==> src/rtl/clk_en_frac_multi.sv <==
// CHANNELS fractional clock-enable generators (rate inc/den each) behind a shared fdiv/pause gate.
// Define CLK_EN_FRAC_MULTI_STATS_EN to add per-channel saturating pulse counters (stat_clr/stat_cnt).
module clk_en_frac_multi #(
  parameter int CHANNELS = 4,
  parameter int ACC_W    = 16
) (
  input  logic                      clk_sys,
  input  logic                      reset_n,
  input  logic                      load,
  input  logic [CHANNELS*ACC_W-1:0] inc_in,
  input  logic [CHANNELS*ACC_W-1:0] den_in,
  input  logic [1:0]                fdiv,
  input  logic                      pause,
`ifdef CLK_EN_FRAC_MULTI_STATS_EN
  input  logic                      stat_clr,
  output logic [CHANNELS*16-1:0]    stat_cnt,
`endif
  output logic [CHANNELS-1:0]       ce,
  output logic                      tick
);

  logic [1:0]          g_q, g_d;
  logic [1:0]          fdiv_q, fdiv_d;
  logic [1:0]          g_eff_s;
  logic                active_s;
  logic                adv_s;
  logic [ACC_W-1:0]    inc_q  [CHANNELS];
  logic [ACC_W-1:0]    inc_d  [CHANNELS];
  logic [ACC_W-1:0]    den_q  [CHANNELS];
  logic [ACC_W-1:0]    den_d  [CHANNELS];
  logic [ACC_W-1:0]    acc_q  [CHANNELS];
  logic [ACC_W-1:0]    acc_d  [CHANNELS];
  logic [ACC_W:0]      sum_s  [CHANNELS];
  logic [ACC_W-1:0]    diff_s [CHANNELS];
  logic [CHANNELS-1:0] ce_q, ce_d;
  logic                tick_q, tick_d;

  // Advance gate: a newly seen fdiv value restarts the phase at zero so the new ratio starts at once.
  always_comb begin
    fdiv_d   = fdiv;
    g_eff_s  = (fdiv != fdiv_q) ? 2'd0 : g_q;
    active_s = !pause && (fdiv != 2'd3);
    adv_s    = active_s && (g_eff_s == 2'd0);
    tick_d   = adv_s;
    if (!active_s) begin
      g_d = g_eff_s;
    end else if (g_eff_s == fdiv) begin
      g_d = 2'd0;
    end else begin
      g_d = g_eff_s + 2'd1;
    end
  end

  // Per-channel accumulators; inc>=den or den==0 saturates to a pulse on every advance.
  always_comb begin
    ce_d = '0;
    for (int k = 0; k < CHANNELS; k++) begin
      inc_d[k]  = inc_q[k];
      den_d[k]  = den_q[k];
      acc_d[k]  = acc_q[k];
      sum_s[k]  = {1'b0, acc_q[k]} + {1'b0, inc_q[k]};
      diff_s[k] = ACC_W'(sum_s[k] - {1'b0, den_q[k]});
      if (load) begin
        inc_d[k] = inc_in[k*ACC_W +: ACC_W];
        den_d[k] = den_in[k*ACC_W +: ACC_W];
        acc_d[k] = '0;
      end else if (!adv_s) begin
        acc_d[k] = acc_q[k];
      end else if ((den_q[k] == '0) || (inc_q[k] >= den_q[k])) begin
        acc_d[k] = '0;
        ce_d[k]  = 1'b1;
      end else if (sum_s[k] >= {1'b0, den_q[k]}) begin
        acc_d[k] = diff_s[k];
        ce_d[k]  = 1'b1;
      end else begin
        acc_d[k] = sum_s[k][ACC_W-1:0];
      end
    end
  end

  // State registers; reset leaves every channel at rate 0/1 so nothing pulses before a load.
  always_ff @(posedge clk_sys or negedge reset_n) begin
    if (!reset_n) begin
      g_q    <= 2'd0;
      fdiv_q <= 2'd0;
      ce_q   <= '0;
      tick_q <= 1'b0;
      for (int k = 0; k < CHANNELS; k++) begin
        inc_q[k] <= '0;
        den_q[k] <= ACC_W'(1);
        acc_q[k] <= '0;
      end
    end else begin
      g_q    <= g_d;
      fdiv_q <= fdiv_d;
      ce_q   <= ce_d;
      tick_q <= tick_d;
      for (int k = 0; k < CHANNELS; k++) begin
        inc_q[k] <= inc_d[k];
        den_q[k] <= den_d[k];
        acc_q[k] <= acc_d[k];
      end
    end
  end

  assign ce   = ce_q;
  assign tick = tick_q;

`ifdef CLK_EN_FRAC_MULTI_STATS_EN
  logic [15:0] cnt_q [CHANNELS];
  logic [15:0] cnt_d [CHANNELS];

  // Saturating pulse counters; clear or load takes priority over counting.
  always_comb begin
    stat_cnt = '0;
    for (int k = 0; k < CHANNELS; k++) begin
      if (stat_clr || load) begin
        cnt_d[k] = 16'h0000;
      end else if (ce_q[k] && (cnt_q[k] != 16'hFFFF)) begin
        cnt_d[k] = cnt_q[k] + 16'd1;
      end else begin
        cnt_d[k] = cnt_q[k];
      end
      stat_cnt[k*16 +: 16] = cnt_q[k];
    end
  end

  // Counter registers.
  always_ff @(posedge clk_sys or negedge reset_n) begin
    if (!reset_n) begin
      for (int k = 0; k < CHANNELS; k++) begin
        cnt_q[k] <= 16'h0000;
      end
    end else begin
      for (int k = 0; k < CHANNELS; k++) begin
        cnt_q[k] <= cnt_d[k];
      end
    end
  end
`endif

endmodule

==> config.mk <==
export PLATFORM = sky130hd
export DESIGN_NAME = clk_en_frac_multi
export DESIGN_NICKNAME = d
export VERILOG_FILES = /design/src/rtl/clk_en_frac_multi.sv
export SDC_FILE = /design/constraint.sdc
export NUM_CORES = 1
export LEC_CHECK = 0
export ABC_AREA = 1
export BUFFER_PORTS_ARGS = -buffer_cell sky130_fd_sc_hd__buf_2
export CAP_MARGIN = 15
export CORE_ASPECT_RATIO = 1.1
export CORE_MARGIN = 3
export CORE_UTILIZATION = 49
export CTS_BUF_LIST = sky130_fd_sc_hd__clkbuf_8
export DETAILED_ROUTE_END_ITERATION = 6
export GPL_ROUTABILITY_DRIVEN = 0
export PLACE_DENSITY = 0.63
export REMOVE_ABC_BUFFERS = 1
export SLEW_MARGIN = 20
export SYNTH_ARGS = -nofsm -noshare
export SYNTH_HDL_FRONTEND = slang
export SYNTH_SLANG_ARGS = --single-unit
==> constraint.sdc <==
create_clock -name clk_sys -period 9.5 [get_ports clk_sys]
set_input_delay 0.95 -clock clk_sys [delete_from_list [all_inputs] [get_ports clk_sys]]
set_output_delay 0.95 -clock clk_sys [all_outputs]
set_load 0.01 [all_outputs]
### After elaboration in Yosys (flattened, before gate mapping)

Cells that the tools add are included.

* logic and storage cells: 84
* bits in registers: 201
* input port bits: 134
* output and inout port bits: 5

* eq/ne operators: 3
* muxes and demuxes: 35
* magnitude comparators: 8
* add/subtract/negate cells: 9
* reduce and logical (&&, ||, !) cells: 13

Operators with widths (count)
* two-way mux 16 bit: 16
* adder 16 x 16 -> 17 bit: 4
* >= comparator 17 x 16 -> 1 bit: 4
* >= comparator 16 bit: 4
* logical NOT 16 bit: 4
* subtractor 16 bit: 4
* two-way mux 1 bit: 16
* two-way mux 2 bit: 3
* logical OR 1 bit: 4
* adder 2 x 1 -> 2 bit, second input constant: 1
* == test 2 bit: 1
* logical AND 1 bit: 2
* logical NOT 2 bit: 1
* inequality test 2 bit: 1
* inequality test 2 bit, second input constant: 1
* nonzero test 2 bit: 1
* logical NOT 1 bit: 1

### Depth between registers and ports, before layout

* depth in word-level cells: 6
* mapped depth: 26
* mapped depth without buffers: 25

### Least setup slack after synthesis

Ideal clock, no wire load.

* path kind: reg-to-reg
* start point: register inc_q[48] (netlist name)
* end point: register acc_q[48] (netlist name)
* path slack: 6.511 ns
* cell stages (with the launch flop): 21
* data arrival time: 2.872 ns
* setup time: 0.117 ns
* period minus slack after synthesis: 2.989 ns
* buffers on the path: 1
* required time: 9.383 ns
* cells stage by stage: dfrtp_1 ha_1 inv_1 fa_1 inv_1 nand3_1 nand3_2 nand2_1 nand2_1 xor2_1 inv_1 ha_1 nand2_1 nor2_1 and2_1 nor3b_2 nor2_4 buf_2 nand3_1 nand3_1 nand2_1

* word-level cells in the longest chain between the ends: 6
* elaborated cells on any way between the ends: 9
* classes of those cells: add/sub: 2; order compare: 2; mux: 4; reduce/logical: 1

RTL lines
* start: declaration: line 27 `logic [ACC_W-1:0] inc_q [CHANNELS];`
* start signal: indexed assignment: line 99 `inc_q[k] <= inc_d[k];`
* adder 16 x 16 -> 17 bit: line 61 `sum_s[k] = {1'b0, acc_q[k]} + {1'b0, inc_q[k]};`
* subtractor 16 bit / >= comparator 17 x 16 -> 1 bit (equally long branches): line 62, 72
* two-way mux 16 bit: line 72 `end else if (sum_s[k] >= {1'b0, den_q[k]}) begin`
* two-way mux 16 bit (*): line 69 `end else if ((den_q[k] == '0) || (inc_q[k] >= den_q[k])) begin`
* two-way mux 16 bit (*): line 67 `end else if (!adv_s) begin`
* two-way mux 16 bit (*): line 63 `if (load) begin`
* end signal: indexed assignment: line 101 `acc_q[k] <= acc_d[k];`
* end: declaration: line 31 `logic [ACC_W-1:0] acc_q [CHANNELS];`

Mark *: on every way between the ends. The rest lies on a longest branch, timed or not. The select of a mux whose other input is x is not followed.
A chain may end at the register's enable or synchronous reset.

### Worst setup path in the final report

* start point: register inc_q[16] (netlist name)
* end point: register acc_q[28] (netlist name)

Same word-level chain as after synthesis.

==> flow_metrics.env <==
export IMPL_max_cap_violations=0
export IMPL_cts_setup_buffers=0
export IMPL_wl_per_cell_um=14.77
export IMPL_timing_rr_start="inc_q[16]"
export IMPL_p_sw_share_pct=45.72
export IMPL_drt_wl_total_um=50390
export IMPL_cp_arrival_ns=4.38
export IMPL_clock_latency_ns=0.62
export IMPL_htree_levels=2
export IMPL_switchingPower_w=0.002197
export IMPL_crit_type="reg -> reg"
export IMPL_synth_seq_cells=201
export IMPL_gr_max_usage_layer="met2"
export IMPL_clk_pin_slew_ns=0.06
export IMPL_p_per_area_nw_per_um2=240.2
export IMPL_design_area_um2=20010
export IMPL_period_minus_slack_ns=3.845
export IMPL_worst_setup_path_start_kind="flip-flop"
export IMPL_grt_max_degree=89
export IMPL_hpwl_um=38980
export IMPL_slowest_delay_ns=0.41
export IMPL_worst_path_max_delay_cell="fa_1"
export IMPL_met2_usage_pct=44.85
export IMPL_intPower_w=0.002608
export IMPL_r2r_slack_ns=5.65
export IMPL_cp_end_kind="flip-flop"
export IMPL_firstDrtPassIters=6
export IMPL_min_period_over_period_pct=40.48
export IMPL_relSlewSlack_pct=41.45
export IMPL_cts_resized=0
export IMPL_pwr_share_comb_pct=54.4
export IMPL_finalSetupViolCount=0
export IMPL_drtAntennaViolNets=0
export IMPL_r2r_cells=25
export IMPL_io_buffers=138
export IMPL_drt_initial_drc_count=1033
export IMPL_fmax_mhz=260.0
export IMPL_place_area_um2=18980
export IMPL_areaGrowthSynthToFinish_pct=11.88
export IMPL_finalHoldWorstSlack_ns=0.3372
export IMPL_rsz0062_at_grt="no"
export IMPL_multi_input_area_um2=10970
export IMPL_rows=72
export IMPL_die_h_um=206.4
export IMPL_synth_top_area_share_pct=27.57
export IMPL_fill_cells=3665
export IMPL_antenna_cells=0
export IMPL_yosys_warnings=0
export IMPL_cts_tree="built"
export IMPL_crit_required_ns=10.04
export IMPL_synth_cell_area_um2=17880
export IMPL_seq_area_frac_synth_pct=28.16
export IMPL_reg2reg_to="acc_q[28]"
export IMPL_drive_above_1_share_pct=8.498
export IMPL_synthCells=2764
export IMPL_register_area_um2=5035
export IMPL_numCtsBuffers=40
export IMPL_synthDistinctLibCells=40
export IMPL_grt_pass1_vias=16970
export IMPL_initial_core_util_pct=50.25
export IMPL_antenna_found_initial=0
export IMPL_skew_ns=0.03022
export IMPL_grt_overflow=0
export IMPL_syn_avg_cell_area_um2=6.469
export IMPL_p_total_w=0.004805
export IMPL_leakagePower_nw=11.90
export IMPL_grt_util_met1_pct=34.59
export IMPL_maxSlewViolCount=0
export IMPL_p_clk_share_pct=23.8
export IMPL_tightest_slew_ns=0.8782
export IMPL_ys_top_cells_by_area="dfrtp_1, nand2_1, ha_1"
export IMPL_clock_sinks=201
export IMPL_outcome="finished clean"
export IMPL_synth_top_area_cell="dfrtp_1"
export IMPL_vdd_ir_drop_worst_uv=133.8
export IMPL_die_w_um=188.1
export IMPL_ctsHoldBuffers=0
export IMPL_grt_use_total_pct=26.40
export IMPL_critical_path_top_delay_family="simple AND/OR/NAND/NOR gates"
export IMPL_finalHoldViolations=0
export IMPL_setup_slack_ns=5.655
export IMPL_core_area_um2=35580
export IMPL_cts_buffer_depth=3
export IMPL_post_route_drc_count=0
export IMPL_fin_nets=3235
export IMPL_hold_path_class="in -> async"
export IMPL_dieArea_um2=38820
export IMPL_fin_tns_setup_ns=0
export IMPL_critPathMostFrequentCell="nand2_1"
export IMPL_path_max_fanout=18
export IMPL_cts_root_buffer="clkbuf_8"
export IMPL_vias=17410
export IMPL_dpl_worst_slack_ns=5.718
export IMPL_grt_pass1_wl_um=83740
export IMPL_cp_num_buf_inv=4
export IMPL_vias_per_cell=5.105
export IMPL_ioPinCount=139
export IMPL_seq_power_share_pct=21.8
export IMPL_met3_usage_pct=4.105
-- sequential cells by signal, summed over array words and instances, names as in the netlist --
register / count
tick: 1
ce: 4
acc_q: 64
den_q: 64
g_q: 2
inc_q: 64
fdiv_q: 2
-- Yosys cell counts (all sizes together) --
master and count:
a21o 3, a21oi 102, and2 15, and3 2, buf 17, clkbuf 33, dfrtp 197, dfstp 4
fa 8, ha 193, inv 433, nand2 1154, nand3 223, nand3b 33, nand4 47, nor2 122
nor3 16, nor3b 3, o21a 6, o21ai 83, o21bai 10, or2 3, xnor2 33, xor2 24
-- layer usage --
layer,up-vias,wire (um)
met2,399,23050
met5,-,0
met3,95,2677
met4,0,1582
met1,7955,23080
li1,8963,-
-- stage by stage --
| stage | utilization (%) | instances |
|---|---|---|
| 2_1_floorplan | - | 2714 |
| 3_3_place_gp | 53.34 | 3339 |
| 3_5_place_dp | 53.34 | 3339 |
| 4_1_cts | 56.22 | 3411 |
| 5_1_grt | 56.22 | 3411 |
| 6_report | 56.22 | 3411 |
-- placed cells by master, fill, tap and decap left out, types with 3 or more instances in the layout --
master / instances
o21bai_1: 10
ha_1: 193
nand4_1: 47
bufinv_16: 7
nand2_1: 1144
buf_2: 136
nand3b_1: 33
xnor2_1: 33
nand3_2: 3
nor3_1: 15
dfstp_2: 4
fa_1: 8
clkinv_2: 3
nand3_1: 218
inv_2: 3
o21ai_0: 81
inv_1: 434
clkbuf_8: 56
and2_1: 15
nand2_2: 5
a21oi_2: 4
xor2_1: 24
nand2_4: 5
o21a_1: 6
a21o_1: 3
a21oi_1: 98
buf_4: 6
nor2_1: 115
nor2_2: 5
dfrtp_1: 197
-- power by group through the flow --
| stage | Sequential [W] | Clock [W] | Combinational [W] |
|---|---|---|---|
| finish | 0.00105 | 0.00114 | 0.00261 |
| floorplan | 0.00103 | 0 | 0.00198 |
| global placement | 0.00106 | 0 | 0.00255 |
| global route | 0.00106 | 0.00121 | 0.00300 |
| detailed placement | 0.00106 | 0 | 0.00258 |
| CTS | 0.00105 | 0.00117 | 0.00260 |
-- final cells by class --
class / count / share of cell area, %
multi-input combinational: 2080 / 54.81
sequential: 201 / 25.17
inverter: 433 / 8.124
clock buffer: 56 / 3.853
timing repair buffer: 144 / 3.759
tap: 481 / 3.008
clock inverter: 16 / 1.276
-- cells by family after synthesis --
logic type	share of synthesized area, %
and+or+nand+nor	38.07
buffers and inverters	10.52
AOI/OAI and AO/OA	6.060
adders and majority gates	14.40
DFF	28.16
xor gates and xnor gates	2.792
-- worst max-delay path by stage --
| stage | start | endpoint | slack (ns) | cells past startpoint |
|---|---|---|---|---|
| CTS | inc_q[16] | acc_q[28] | 5.67 | 25 |
| global placement | inc_q[16] | acc_q[16] | 5.80 | 25 |
| detailed placement | inc_q[16] | acc_q[28] | 5.72 | 25 |
| finish | inc_q[16] | acc_q[28] | 5.65 | 25 |
| floorplan | inc_q[48] | acc_q[62] | 6.48 | 22 |
| global route | inc_q[16] | acc_q[20] | 5.38 | 25 |
Note: power is estimated with default switching activity, not from simulation.
